`src/rtl/uart_pkg.sv`:
```
// Shared UART definitions: FSM state encoding, default frame geometry, and the sample-vote helper.
package uart_pkg;

    localparam int UART_OVERSAMPLE = 16;
    localparam int UART_DATA_BITS  = 8;

    typedef enum logic [1:0] {
        IDLE  = 2'b00,
        START = 2'b01,
        DATA  = 2'b10,
        STOP  = 2'b11
    } rx_state_e;

    function automatic logic maj3(input logic a, input logic b, input logic c);
        return (a & b) | (a & c) | (b & c);
    endfunction

endpackage

```
`src/rtl/uart_rx_sync.sv`:
```
// Two-flop synchronizer for an asynchronous level input, resetting to 1 (idle-high lines, released buttons).
// Latency 2 clk; no flow control.
module uart_rx_sync (
    input  logic clk,
    input  logic reset,
    input  logic d_i,
    output logic q_o
);

    logic meta_q;
    logic sync_q;

    always_ff @(posedge clk or posedge reset) begin
        if (reset) begin
            meta_q <= 1'b1;
            sync_q <= 1'b1;
        end else begin
            meta_q <= d_i;
            sync_q <= meta_q;
        end
    end

    assign q_o = sync_q;

endmodule

```
`src/rtl/uart_rx.sv`:
```
// 16x-oversampled 8N1 UART receiver; rx_done/frame_err strobe 1 clk after the mid-stop tick (+2 clk sync), no backpressure.
// Define UART_RX_MAJORITY_EN to take each bit decision as a 3-sample majority around the bit centre.
module uart_rx
    import uart_pkg::*;
#(
    parameter int DATA_BITS  = UART_DATA_BITS,
    parameter int OVERSAMPLE = UART_OVERSAMPLE
) (
    input  logic                 clk,
    input  logic                 reset,
    input  logic                 baud_rate_tick,
    input  logic                 i_rx_data,
    output logic [DATA_BITS-1:0] o_rx_data,
    output logic                 rx_done,
    output logic                 rx_busy,
    output logic                 frame_err
);

    localparam int TW = $clog2(OVERSAMPLE);
    localparam int BW = (DATA_BITS > 1) ? $clog2(DATA_BITS) : 1;
    localparam logic [TW-1:0] HALF_LAST = TW'(OVERSAMPLE / 2 - 1);
    localparam logic [TW-1:0] FULL_LAST = TW'(OVERSAMPLE - 1);
    localparam logic [BW-1:0] BIT_LAST  = BW'(DATA_BITS - 1);

    logic rx_s;
    logic bit_val;

    rx_state_e            state_q, state_d;
    logic [TW-1:0]        tick_q, tick_d;
    logic [BW-1:0]        bit_q, bit_d;
    logic [DATA_BITS-1:0] shift_q, shift_d;
    logic [DATA_BITS-1:0] data_q, data_d;
    logic                 done_q, done_d;
    logic                 ferr_q, ferr_d;
    logic                 busy_q, busy_d;

    uart_rx_sync u_sync (
        .clk   (clk),
        .reset (reset),
        .d_i   (i_rx_data),
        .q_o   (rx_s)
    );

`ifdef UART_RX_MAJORITY_EN
    // The two previous tick samples plus the live one form the 3-sample window; the
    // decision tick therefore votes over ticks N-2, N-1 and N.
    logic [1:0] smp_q;
    logic [2:0] smp_win;

    always_ff @(posedge clk or posedge reset) begin
        if (reset) begin
            smp_q <= 2'b11;
        end else if (baud_rate_tick) begin
            smp_q <= {smp_q[0], rx_s};
        end
    end

    assign smp_win = {smp_q, rx_s};
    assign bit_val = maj3(smp_win[2], smp_win[1], smp_win[0]);
`else
    assign bit_val = rx_s;
`endif

    always_comb begin
        state_d = state_q;
        tick_d  = tick_q;
        bit_d   = bit_q;
        shift_d = shift_q;
        data_d  = data_q;
        done_d  = 1'b0;
        ferr_d  = 1'b0;

        case (state_q)
            IDLE: begin
                if (!rx_s) begin
                    state_d = START;
                    tick_d  = '0;
                end
            end
            START: begin
                if (baud_rate_tick) begin
                    if (tick_q == HALF_LAST) begin
                        tick_d  = '0;
                        bit_d   = '0;
                        state_d = bit_val ? IDLE : DATA;
                    end else begin
                        tick_d = tick_q + TW'(1);
                    end
                end
            end
            DATA: begin
                if (baud_rate_tick) begin
                    if (tick_q == FULL_LAST) begin
                        tick_d  = '0;
                        shift_d = {bit_val, shift_q[DATA_BITS-1:1]};
                        if (bit_q == BIT_LAST) begin
                            state_d = STOP;
                        end else begin
                            bit_d = bit_q + BW'(1);
                        end
                    end else begin
                        tick_d = tick_q + TW'(1);
                    end
                end
            end
            STOP: begin
                if (baud_rate_tick) begin
                    if (tick_q == FULL_LAST) begin
                        // Leaving at mid-stop leaves half a bit to catch a back-to-back start edge.
                        tick_d  = '0;
                        state_d = IDLE;
                        if (bit_val) begin
                            data_d = shift_q;
                            done_d = 1'b1;
                        end else begin
                            ferr_d = 1'b1;
                        end
                    end else begin
                        tick_d = tick_q + TW'(1);
                    end
                end
            end
            default: begin
                state_d = IDLE;
                tick_d  = '0;
            end
        endcase

        busy_d = (state_d != IDLE);
    end

    always_ff @(posedge clk or posedge reset) begin
        if (reset) begin
            state_q <= IDLE;
            tick_q  <= '0;
            bit_q   <= '0;
            shift_q <= '0;
            data_q  <= '0;
            done_q  <= 1'b0;
            ferr_q  <= 1'b0;
            busy_q  <= 1'b0;
        end else begin
            state_q <= state_d;
            tick_q  <= tick_d;
            bit_q   <= bit_d;
            shift_q <= shift_d;
            data_q  <= data_d;
            done_q  <= done_d;
            ferr_q  <= ferr_d;
            busy_q  <= busy_d;
        end
    end

    assign o_rx_data = data_q;
    assign rx_done   = done_q;
    assign frame_err = ferr_q;
    assign rx_busy   = busy_q;

endmodule

```
`config.mk`:
```
export PLATFORM = sky130hd
export DESIGN_NAME = uart_rx
export DESIGN_NICKNAME = d
export VERILOG_FILES = /design/src/rtl/uart_pkg.sv /design/src/rtl/uart_rx_sync.sv /design/src/rtl/uart_rx.sv
export SDC_FILE = /design/constraint.sdc
export NUM_CORES = 1
export LEC_CHECK = 0
export ABC_AREA = 0
export ABC_CLOCK_PERIOD_IN_PS = 2200
export BUFFER_PORTS_ARGS = -buffer_cell sky130_fd_sc_hd__buf_4
export CORE_ASPECT_RATIO = 1.4
export CORE_UTILIZATION = 30
export CTS_CLUSTER_SIZE = 12
export DETAILED_ROUTE_END_ITERATION = 8
export SETUP_SLACK_MARGIN = 0.02
export SYNTH_ARGS = -nofsm -noshare
export SYNTH_HDL_FRONTEND = slang
export SYNTH_SLANG_ARGS = --single-unit
```
`constraint.sdc`:
```
create_clock -name clk -period 2.2 [get_ports clk]
set_input_delay 0.33 -clock clk [delete_from_list [all_inputs] [get_ports clk]]
set_output_delay 0.33 -clock clk [all_outputs]
set_load 0.02 [all_outputs]
```
======== After elaboration in Yosys (flattened, before gate mapping) ========
Index checks and enable logic that the tools add are counted.
word-level totals
  memories kept ........................... 0
  latch bits .............................. 0
  output and inout bits ................... 11
  ROM bits ................................ 0
  input bits .............................. 4
  RAM bits ................................ 0
  register bits after elaboration ......... 30
cells by class
  mux-type cells .......................... 30
  add/sub/neg operators ................... 2
  order comparisons ....................... 0
  shifts and indexed selects .............. 0
  reduce and logical (&&, ||, !) cells .... 8
  div/mod/pow operators ................... 0
  bitwise operators ....................... 0
  eq/ne operators ......................... 13
  multipliers ............................. 0
operators with widths
  operator             count
  $mux 4               5
  $mux 2               9
  $mux 3               5
  $ne 2x2->1 const B   6
  $pmux 4 s3           1
  $mux 1               8
  $pmux 2 s4           1
  $pmux 3 s2           1
  $reduce_and 3->1     2
  $reduce_and 6->1     1
  $add 4x1->4 const B  1
  $eq 2x2->1 const B   2
  $eq 4x3->1 const B   1
  $eq 4x4->1 const B   1
  $reduce_and 4->1     1
  $reduce_bool 2->1    2
  $add 3x1->3 const B  1
  $eq 3x3->1 const B   1
  $eq 2x1->1 const B   1
  $logic_not 2->1      1
  $ne 2x1->1 const B   1
  $reduce_or 2->1      1

======== Longest topological paths before layout ========
Gate-level depths: netlist (run 1).
  depth after elaboration ................. 6
  mapped depth ............................ 5

======== Modules after synthesis ========
A second synthesis (run 1) with hierarchy kept.
second synthesis, totals
  cells, all modules ...................... 106
  area total of the unflattened synthesis .. 1347.5 um^2
by module, submodules not included
  module        area an instance (um^2)  sequential area each (um^2)  instances  cells each
  uart_rx       1291.2                   700.7                        1          103
  uart_rx_sync  56.3                     52.6                         1          3

======== Least setup slack after synthesis (run 1) ========
OpenSTA, ideal clock, no wires.
  path type ............................... reg2reg
  start ................................... reg tick_q[0]
  end ..................................... reg shift_q[0]
  data required time ...................... 2.075 ns
  slack ................................... 0.659 ns
  path buffers ............................ 0
  stages on the path, launching flop included .. 5
  arrival time ............................ 1.416 ns
  path through ............................ dfrtp_1 > ha_1 > nand3_2 > nor3_4 > mux2_2
on the way
  cells in the longest elaborated chain, start to end .. 2
RTL lines
  element                            RTL line        text
  from (decl)                        uart_rx.sv:29   logic [TW-1:0] tick_q, tick_d;
  from (signal assigned)             uart_rx.sv:144  tick_q <= tick_d;
  $eq 4x4->1                         uart_rx.sv:93   if (tick_q == FULL_LAST) begin
  $reduce_and 3->1 (no source line)  -
  to (signal assigned)               uart_rx.sv:146  shift_q <= shift_d;
  to (decl)                          uart_rx.sv:31   logic [DATA_BITS-1:0] shift_q, shift_d;
No other way between the ends.
A chain may end at the register's enable or synchronous reset.

======== Final worst setup path (run 1) ========
  start ................................... reg tick_q[0]
  end ..................................... reg shift_q[6]
The elaborated chain is that of the path after synthesis.

==> results.sh, run 1 <==
export IMPL_htreeDepth=2
export IMPL_drv_cap=0
export IMPL_place_area_um2=1510
export IMPL_grt_max_degree=31
export IMPL_cp_max_fo=8
export IMPL_p_comb_frac=0.193
export IMPL_die_x_um=58.57
export IMPL_slowest_stage="dfrtp_1"
export IMPL_max_slew_worst_pin_slew_ns=0.4247
export IMPL_syn_nets=112
export IMPL_cts_tree="yes"
export IMPL_use_met2=0.1908
export IMPL_layout_setup_ws_ns=0.4979
export IMPL_drive_gt1_frac=0.3920
export IMPL_fin_area_um2=1605
export IMPL_fillerInstances=449
export IMPL_final_common_cell="dfrtp_1"
export IMPL_synth_cell_type_count=32
export IMPL_hp_class="in -> async"
export IMPL_firstDrtPassIters=4
export IMPL_setup_tns_final_ns=0
export IMPL_grtUsageTotal=0.1150
export IMPL_diodes=0
export IMPL_worstPathRequired_ns=2.36
export IMPL_min_period_ns=1.702
export IMPL_die_h_um=81.19
export IMPL_drc=0
export IMPL_rows=28
export IMPL_setup_viol=0
export IMPL_place_congestion=0.7003
export IMPL_path_class="reg -> reg"
export IMPL_num_io_pins=15
export IMPL_seq_area_frac_synth=0.5605
export IMPL_rsz0062_at_grt="no"
export IMPL_antenna_found_initial=0
export IMPL_yosys_register_bits=30
export IMPL_cts_sinks=30
export IMPL_outcome="complete, no violations"
export IMPL_clk_pin_slew_ns=0.06
export IMPL_clkPwrFrac=0.303
export IMPL_async_flop_share=1.000
export IMPL_pwr_share_seq=0.504
export IMPL_synth_edff_count=0
export IMPL_skew_ns=0.003626
export IMPL_yosysWarnings=0
export IMPL_wl_per_cell_um=12.64
export IMPL_die_area_um2=4755
export IMPL_p_int_mw=1.012
export IMPL_grt_use_met3=0.04140
export IMPL_cts_hold_buf=0
export IMPL_dr_first_iter_drc_count=16
export IMPL_cpPeakStageDelay_ns=0.39
export IMPL_cp_arrival_ns=1.87
export IMPL_post_place_ws_ns=0.4809
export IMPL_switching_share=0.3305
export IMPL_final_cell_mix="28 x dfrtp_1, 17 x mux2_2, 15 x buf_4, 6 x inv_1, 6 x clkbuf_8"
export IMPL_clock_latency_ns=0.28
export IMPL_io_buffers=14
export IMPL_grt_pass1_wl_um=3884
export IMPL_syn_area_um2=1344
export IMPL_start_util=0.3144
export IMPL_crit_path_end_kind="flip-flop"
export IMPL_cts_setup_buffers=0
export IMPL_crit_chain="ha_1 -> nand3_2 -> nor3_4 -> mux2_2"
export IMPL_clock_fmax_mhz=587.5
export IMPL_total_power_mw=1.511
export IMPL_cts_resized_gates=0
export IMPL_report_final_slew_viol_count=0
export IMPL_root_buffer="clkbuf_8"
export IMPL_viasPerCell=4.708
export IMPL_synthCells=105
export IMPL_cts_made_buffers=5
export IMPL_relSlewSlack=0.7138
export IMPL_synth_ff_type="dfrtp_1"
export IMPL_hold_violations=0
export IMPL_gr_usage_met1=0.1202
export IMPL_nets=131
export IMPL_postRouteWirelength_um=2339
export IMPL_post_route_util=0.3756
export IMPL_leakage_nw=0.7731
export IMPL_clk_path_buf_depth=2
export IMPL_avgSynthCellArea_um2=12.80
export IMPL_fin_crit_sh=0.7737
export IMPL_core_area_um2=4274
export IMPL_p_sw_mw=0.4993
export IMPL_place_hpwl_um=1702
export IMPL_first_global_vias=838
export IMPL_vias=871
export IMPL_ant_nets=0
export IMPL_gr_max_usage_layer="met2"
export IMPL_synthToLayoutAreaGrowth_pct=19.46
export IMPL_overflow=0
export IMPL_power_density_nw_per_um2=941.2
export IMPL_vdd_drop_max_v=0.0002430
export IMPL_startpoint_type="flip-flop"
-- final cells by class --
class | count | area, um^2 | area share
multi-input cells | 66 | 546.8 | 0.3406
inverters | 6 | 22.52 | 0.01403
well taps | 60 | 75.07 | 0.04677
clock inverters | 2 | 12.51 | 0.007794
repair buffers | 15 | 112.6 | 0.07015
clock buffers | 6 | 82.58 | 0.05144
flip-flops and latches | 30 | 753.2 | 0.4692
-- power groups by stage --
stage               clock (mW)  sequential, mW  combinational (mW)
floorplan                    0           0.695               0.308
global placement             0           0.764               0.281
detailed placement           0           0.772               0.296
CTS                      0.470           0.761               0.298
global route             0.495           0.779               0.344
finish                   0.457           0.762               0.292
-- critical path: cells and delay by family, from the launching register on --
kind / cells / cell delay, ns
adder cells (fa/ha/maj): 1 / 0.29
flip-flops: 1 / 0.39
AND/OR/NAND/NOR: 2 / 0.53
multiplexers: 1 / 0.38
-- synth_stat cells (all sizes together) (2+ instances only) --
cell type / n / area share
mux2: 17 / 0.14
buf: 3 / 0.016
o211ai: 2 / 0.011
nor2: 2 / 0.0056
dfstp: 2 / 0.039
nand3: 5 / 0.022
a31oi: 2 / 0.0093
inv: 6 / 0.017
nand4: 2 / 0.020
nor2b: 4 / 0.019
mux2i: 2 / 0.015
nor3: 4 / 0.023
o21ai: 6 / 0.025
ha: 3 / 0.028
nand2: 5 / 0.014
o31ai: 2 / 0.011
dfrtp: 28 / 0.52
-- kinds of logic (layout without fill, tap and decap cells) --
logic type	Yosys count	count (layout)	share of synthesized area
flip-flops	30	30	0.5605
XOR/XNOR	1	1	0.006519
buffers and inverters	9	29	0.03259
AO/OA/AOI/OAI	15	15	0.07169
AND/OR/NAND/NOR	28	28	0.1434
multiplexers	19	19	0.1574
adder cells (fa/ha/maj)	3	3	0.02794
-- layer usage --
| metal | share of wire | routed length, um |
|---|---|---|
| met1 | 0.38 | 893 |
| met2 | 0.55 | 1275 |
| met3 | 0.043 | 101 |
| met4 | 0.029 | 68 |
| met5 | 0 | 0 |
-- flip-flops by register name (all words and copies together) (netlist names) --
name           cells
u_sync.q_o         1
state_q            2
rx_busy            1
rx_done            1
o_rx_data          8
u_sync.meta_q      1
shift_q            8
bit_q              3
tick_q             4
frame_err          1
-- stage by stage --
step | hold WS [ns] | instances
after floorplan | 0.3345 | 105
after global placement | 0.3469 | 177
after detailed placement | 0.3485 | 177
after CTS | 0.1277 | 185
after global routing | 0.1399 | 185
final | 0.1163 | 185
-- worst paths after layout --
path / start / end / cells after the start / slack [ns]
hold reg to reg: u_sync.meta_q$_DFF_PP1_ / u_sync.q_o$_DFF_PP1_ / 0 / 0.36
setup / recovery: tick_q[0]$_DFFE_PP0P_ / shift_q[6]$_DFFE_PP0P_ / 4 / 0.50
min in group clk: i_rx_data / u_sync.meta_q$_DFF_PP1_ / 1 / 0.15
hold / removal: reset / rx_busy$_DFF_PP0_ / 3 / 0.12
max in group asynchronous: reset / u_sync.q_o$_DFF_PP1_ / 3 / 1.77
setup reg to reg: tick_q[0]$_DFFE_PP0P_ / shift_q[6]$_DFFE_PP0P_ / 4 / 0.50
(Power assumes the default switching activity.)
==> run 2: changes to the inputs <==
Settings changed: ABC_AREA 0 to 1, ABC_CLOCK_PERIOD_IN_PS 2200 to 1600.
Clock period 2.2 ns to 1.6 ns, I/O delays scaled along.
==> results.sh, run 2 <==
export IMPL_outcome="finished with violations"
export IMPL_violations="hold timing"
export IMPL_min_period_ns=1.387
export IMPL_switching_share=0.2788
export IMPL_avgSynthCellArea_um2=9.516
export IMPL_cpPeakStageDelay_ns=0.38
export IMPL_cp_max_fo=4
export IMPL_seq_area_frac_synth=0.5574
export IMPL_cp_num_buf_inv=0
export IMPL_cts_resized_gates=0
export IMPL_firstDrtPassIters=4
export IMPL_diodes=0
export IMPL_clk_path_buf_depth=2
export IMPL_syn_area_um2=1351
export IMPL_skew_ns=0.004908
export IMPL_wl_per_cell_um=9.897
export IMPL_start_util=0.3162
export IMPL_grt_max_degree=20
export IMPL_r2r_slack_ns=0.21
export IMPL_synthCells=142
export IMPL_nets=170
export IMPL_drv_cap=0
export IMPL_slowest_stage="dfrtp_1"
export IMPL_fin_crit_sh=0.8669
export IMPL_async_flop_share=1.000
export IMPL_p_sw_mw=0.5072
export IMPL_p_comb_frac=0.154
export IMPL_synth_cell_type_count=23
export IMPL_first_global_vias=877
export IMPL_synth_commonest_cells="37 x nand2_1, 28 x dfrtp_1, 16 x inv_1"
export IMPL_die_x_um=58.72
export IMPL_relSlewSlack=0.6712
export IMPL_clkPwrFrac=0.335
export IMPL_yosys_register_bits=30
export IMPL_postRouteWirelength_um=2217
export IMPL_reg2reg_from="tick_q[0]$_DFFE_PP0P_"
export IMPL_synthSimpleGateAreaFrac=0.2083
export IMPL_vias=960
export IMPL_crit_path_end_kind="flip-flop"
export IMPL_rsz0062_at_grt="no"
export IMPL_core_area_um2=4274
export IMPL_startpoint_type="flip-flop"
export IMPL_synth_fa_ha_area_frac=0.02778
export IMPL_overflow=0
export IMPL_rr_endpoint="rx_busy$_DFF_PP0_"
export IMPL_grt_pass1_wl_um=3726
export IMPL_final_common_cell="nand2_1"
export IMPL_antenna_found_initial=0
export IMPL_die_h_um=81.41
export IMPL_clk_pin_slew_ns=0.06
export IMPL_yosysWarnings=0
export IMPL_setup_viol=0
export IMPL_grtUsageTotal=0.1054
export IMPL_clock_fmax_mhz=721.0
export IMPL_max_slew_worst_pin_slew_ns=0.4927
export IMPL_num_io_pins=15
export IMPL_cts_sinks=30
export IMPL_synth_top_cell_area_share=0.5185
export IMPL_path_delay_family="simple AND/OR/NAND/NOR gates"
export IMPL_place_hpwl_um=1583
export IMPL_synth_ff_type="dfrtp_1"
export IMPL_synth_most_common_cell="nand2_1"
export IMPL_p_int_mw=1.312
export IMPL_pwr_share_seq=0.511
export IMPL_hp_class="in -> async"
export IMPL_final_cell_mix="37 x nand2_1, 28 x dfrtp_1, 16 x inv_1, 14 x buf_4, 11 x o21ai_1"
export IMPL_report_final_slew_viol_count=0
export IMPL_synth_edff_count=0
export IMPL_vdd_drop_max_v=0.0006461
export IMPL_hold_violations=9
export IMPL_viasPerCell=4.286
export IMPL_path_class="reg -> reg"
export IMPL_crit_chain="ha_1 -> nand2_2 -> nor2_4 -> nand2_4 -> nand2_1 -> nand2_1 -> nor2_1 -> nand2_1"
export IMPL_io_buffers=14
export IMPL_cp_arrival_ns=1.55
export IMPL_power_density_nw_per_um2=1111
export IMPL_cts_setup_buffers=0
export IMPL_synth_compound_area_share=0.1241
export IMPL_synth_top_cells_by_area="dfrtp_1 52%, nand2_1 10%, o21ai_2 4.5%"
export IMPL_rows=28
export IMPL_synth_top_family_by_area="simple AND/OR/NAND/NOR gates"
export IMPL_reg2reg_depth=8
export IMPL_htreeDepth=2
export IMPL_total_power_mw=1.819
export IMPL_setup_tns_final_ns=0
export IMPL_syn_nets=149
export IMPL_dr_first_iter_drc_count=48
export IMPL_cp_common_cell="nand2_1"
export IMPL_ant_nets=0
export IMPL_clock_latency_ns=0.28
export IMPL_root_buffer="clkbuf_8"
export IMPL_synth_mux_area_frac=0
export IMPL_die_area_um2=4780
export IMPL_cts_made_buffers=5
export IMPL_cts_tree="yes"
export IMPL_cts_hold_buf=0
export IMPL_drc=0
export IMPL_leakage_nw=0.7706
export IMPL_place_congestion=0.7665
export IMPL_synthToLayoutAreaGrowth_pct=21.20
export IMPL_worstPathRequired_ns=1.76
export IMPL_drive_gt1_frac=0.2683
export IMPL_whs_ns=-0.01276
export IMPL_synth_largest_area_cell="dfrtp_1"
export IMPL_synth_xor_xnor_area_share=0.006481
-- run 2: cell types whose count changed in the layout (fill, tap and decap cells not counted), moves of 3 or more --
cell,delta
inv_1,+10
inv_2,+3
mux2_2,-17
nand2_1,+32
nand2_2,+3
nor2_1,+3
nor2b_1,-4
o21ai_1,+11
o21ai_2,+6
-- run 2: area by class of cell --
class | count | area (um^2)
inverter | 20 | 80.08
timing repair buffer | 15 | 125.1
clock inverter | 1 | 5.005
clock buffer | 7 | 86.33
fill | 462 | 2636
tap | 60 | 75.07
multi-input combinational | 91 | 513.0
sequential | 30 | 753.2
-- run 2: stage by stage --
stage | cell area (um^2) | cells | util | setup WS (ns)
floorplan | 1351 | 142 | - | 0.2286
global placement | 1529 | 215 | 0.3577 | 0.1562
detailed placement | 1529 | 215 | 0.3577 | 0.1237
CTS | 1620 | 223 | 0.3791 | 0.1064
global route | 1638 | 224 | 0.3832 | 0.06743
finish | 1638 | 224 | 0.3832 | 0.2130
-- run 2: kinds of logic (layout without fill, tap and decap cells) --
group | after synthesis | after routing
simple gates | 58 | 59
xor+xnor | 1 | 1
buf+inv | 22 | 43
fa+ha+maj | 3 | 3
compound gates | 28 | 28
flops | 30 | 30
-- run 2: per-layer routing --
layer	routed length, um	global-route usage	part of all wire
met5	0	0	0
met4	63	0.05000	0.028
met3	118	0.04409	0.053
met2	1071	0.1784	0.48
met1	964	0.1122	0.43
-- run 2: worst max-delay path by stage --
| stage | from | endpoint | slack, ns | cells past startpoint |
|---|---|---|---|---|
| 4_1_cts | tick_q[0]$_DFFE_PP0P_ | o_rx_data[5]$_DFFE_PP0P_ | 0.11 | 8 |
| 6_report | tick_q[0]$_DFFE_PP0P_ | rx_busy$_DFF_PP0_ | 0.21 | 8 |
| 3_3_place_gp | tick_q[0]$_DFFE_PP0P_ | o_rx_data[5]$_DFFE_PP0P_ | 0.16 | 8 |
| 2_1_floorplan | tick_q[0]$_DFFE_PP0P_ | o_rx_data[1]$_DFFE_PP0P_ | 0.23 | 9 |
| 3_5_place_dp | tick_q[0]$_DFFE_PP0P_ | o_rx_data[5]$_DFFE_PP0P_ | 0.12 | 8 |
| 5_1_grt | tick_q[0]$_DFFE_PP0P_ | rx_busy$_DFF_PP0_ | 0.07 | 8 |
-- run 2: power groups by stage --
stage	sequential [mW]	combinational (mW)	clock [mW]
floorplan	0.926	0.235	0
global placement	0.940	0.280	0
detailed placement	0.942	0.284	0
CTS	0.929	0.286	0.637
global route	0.945	0.335	0.670
finish	0.930	0.280	0.610
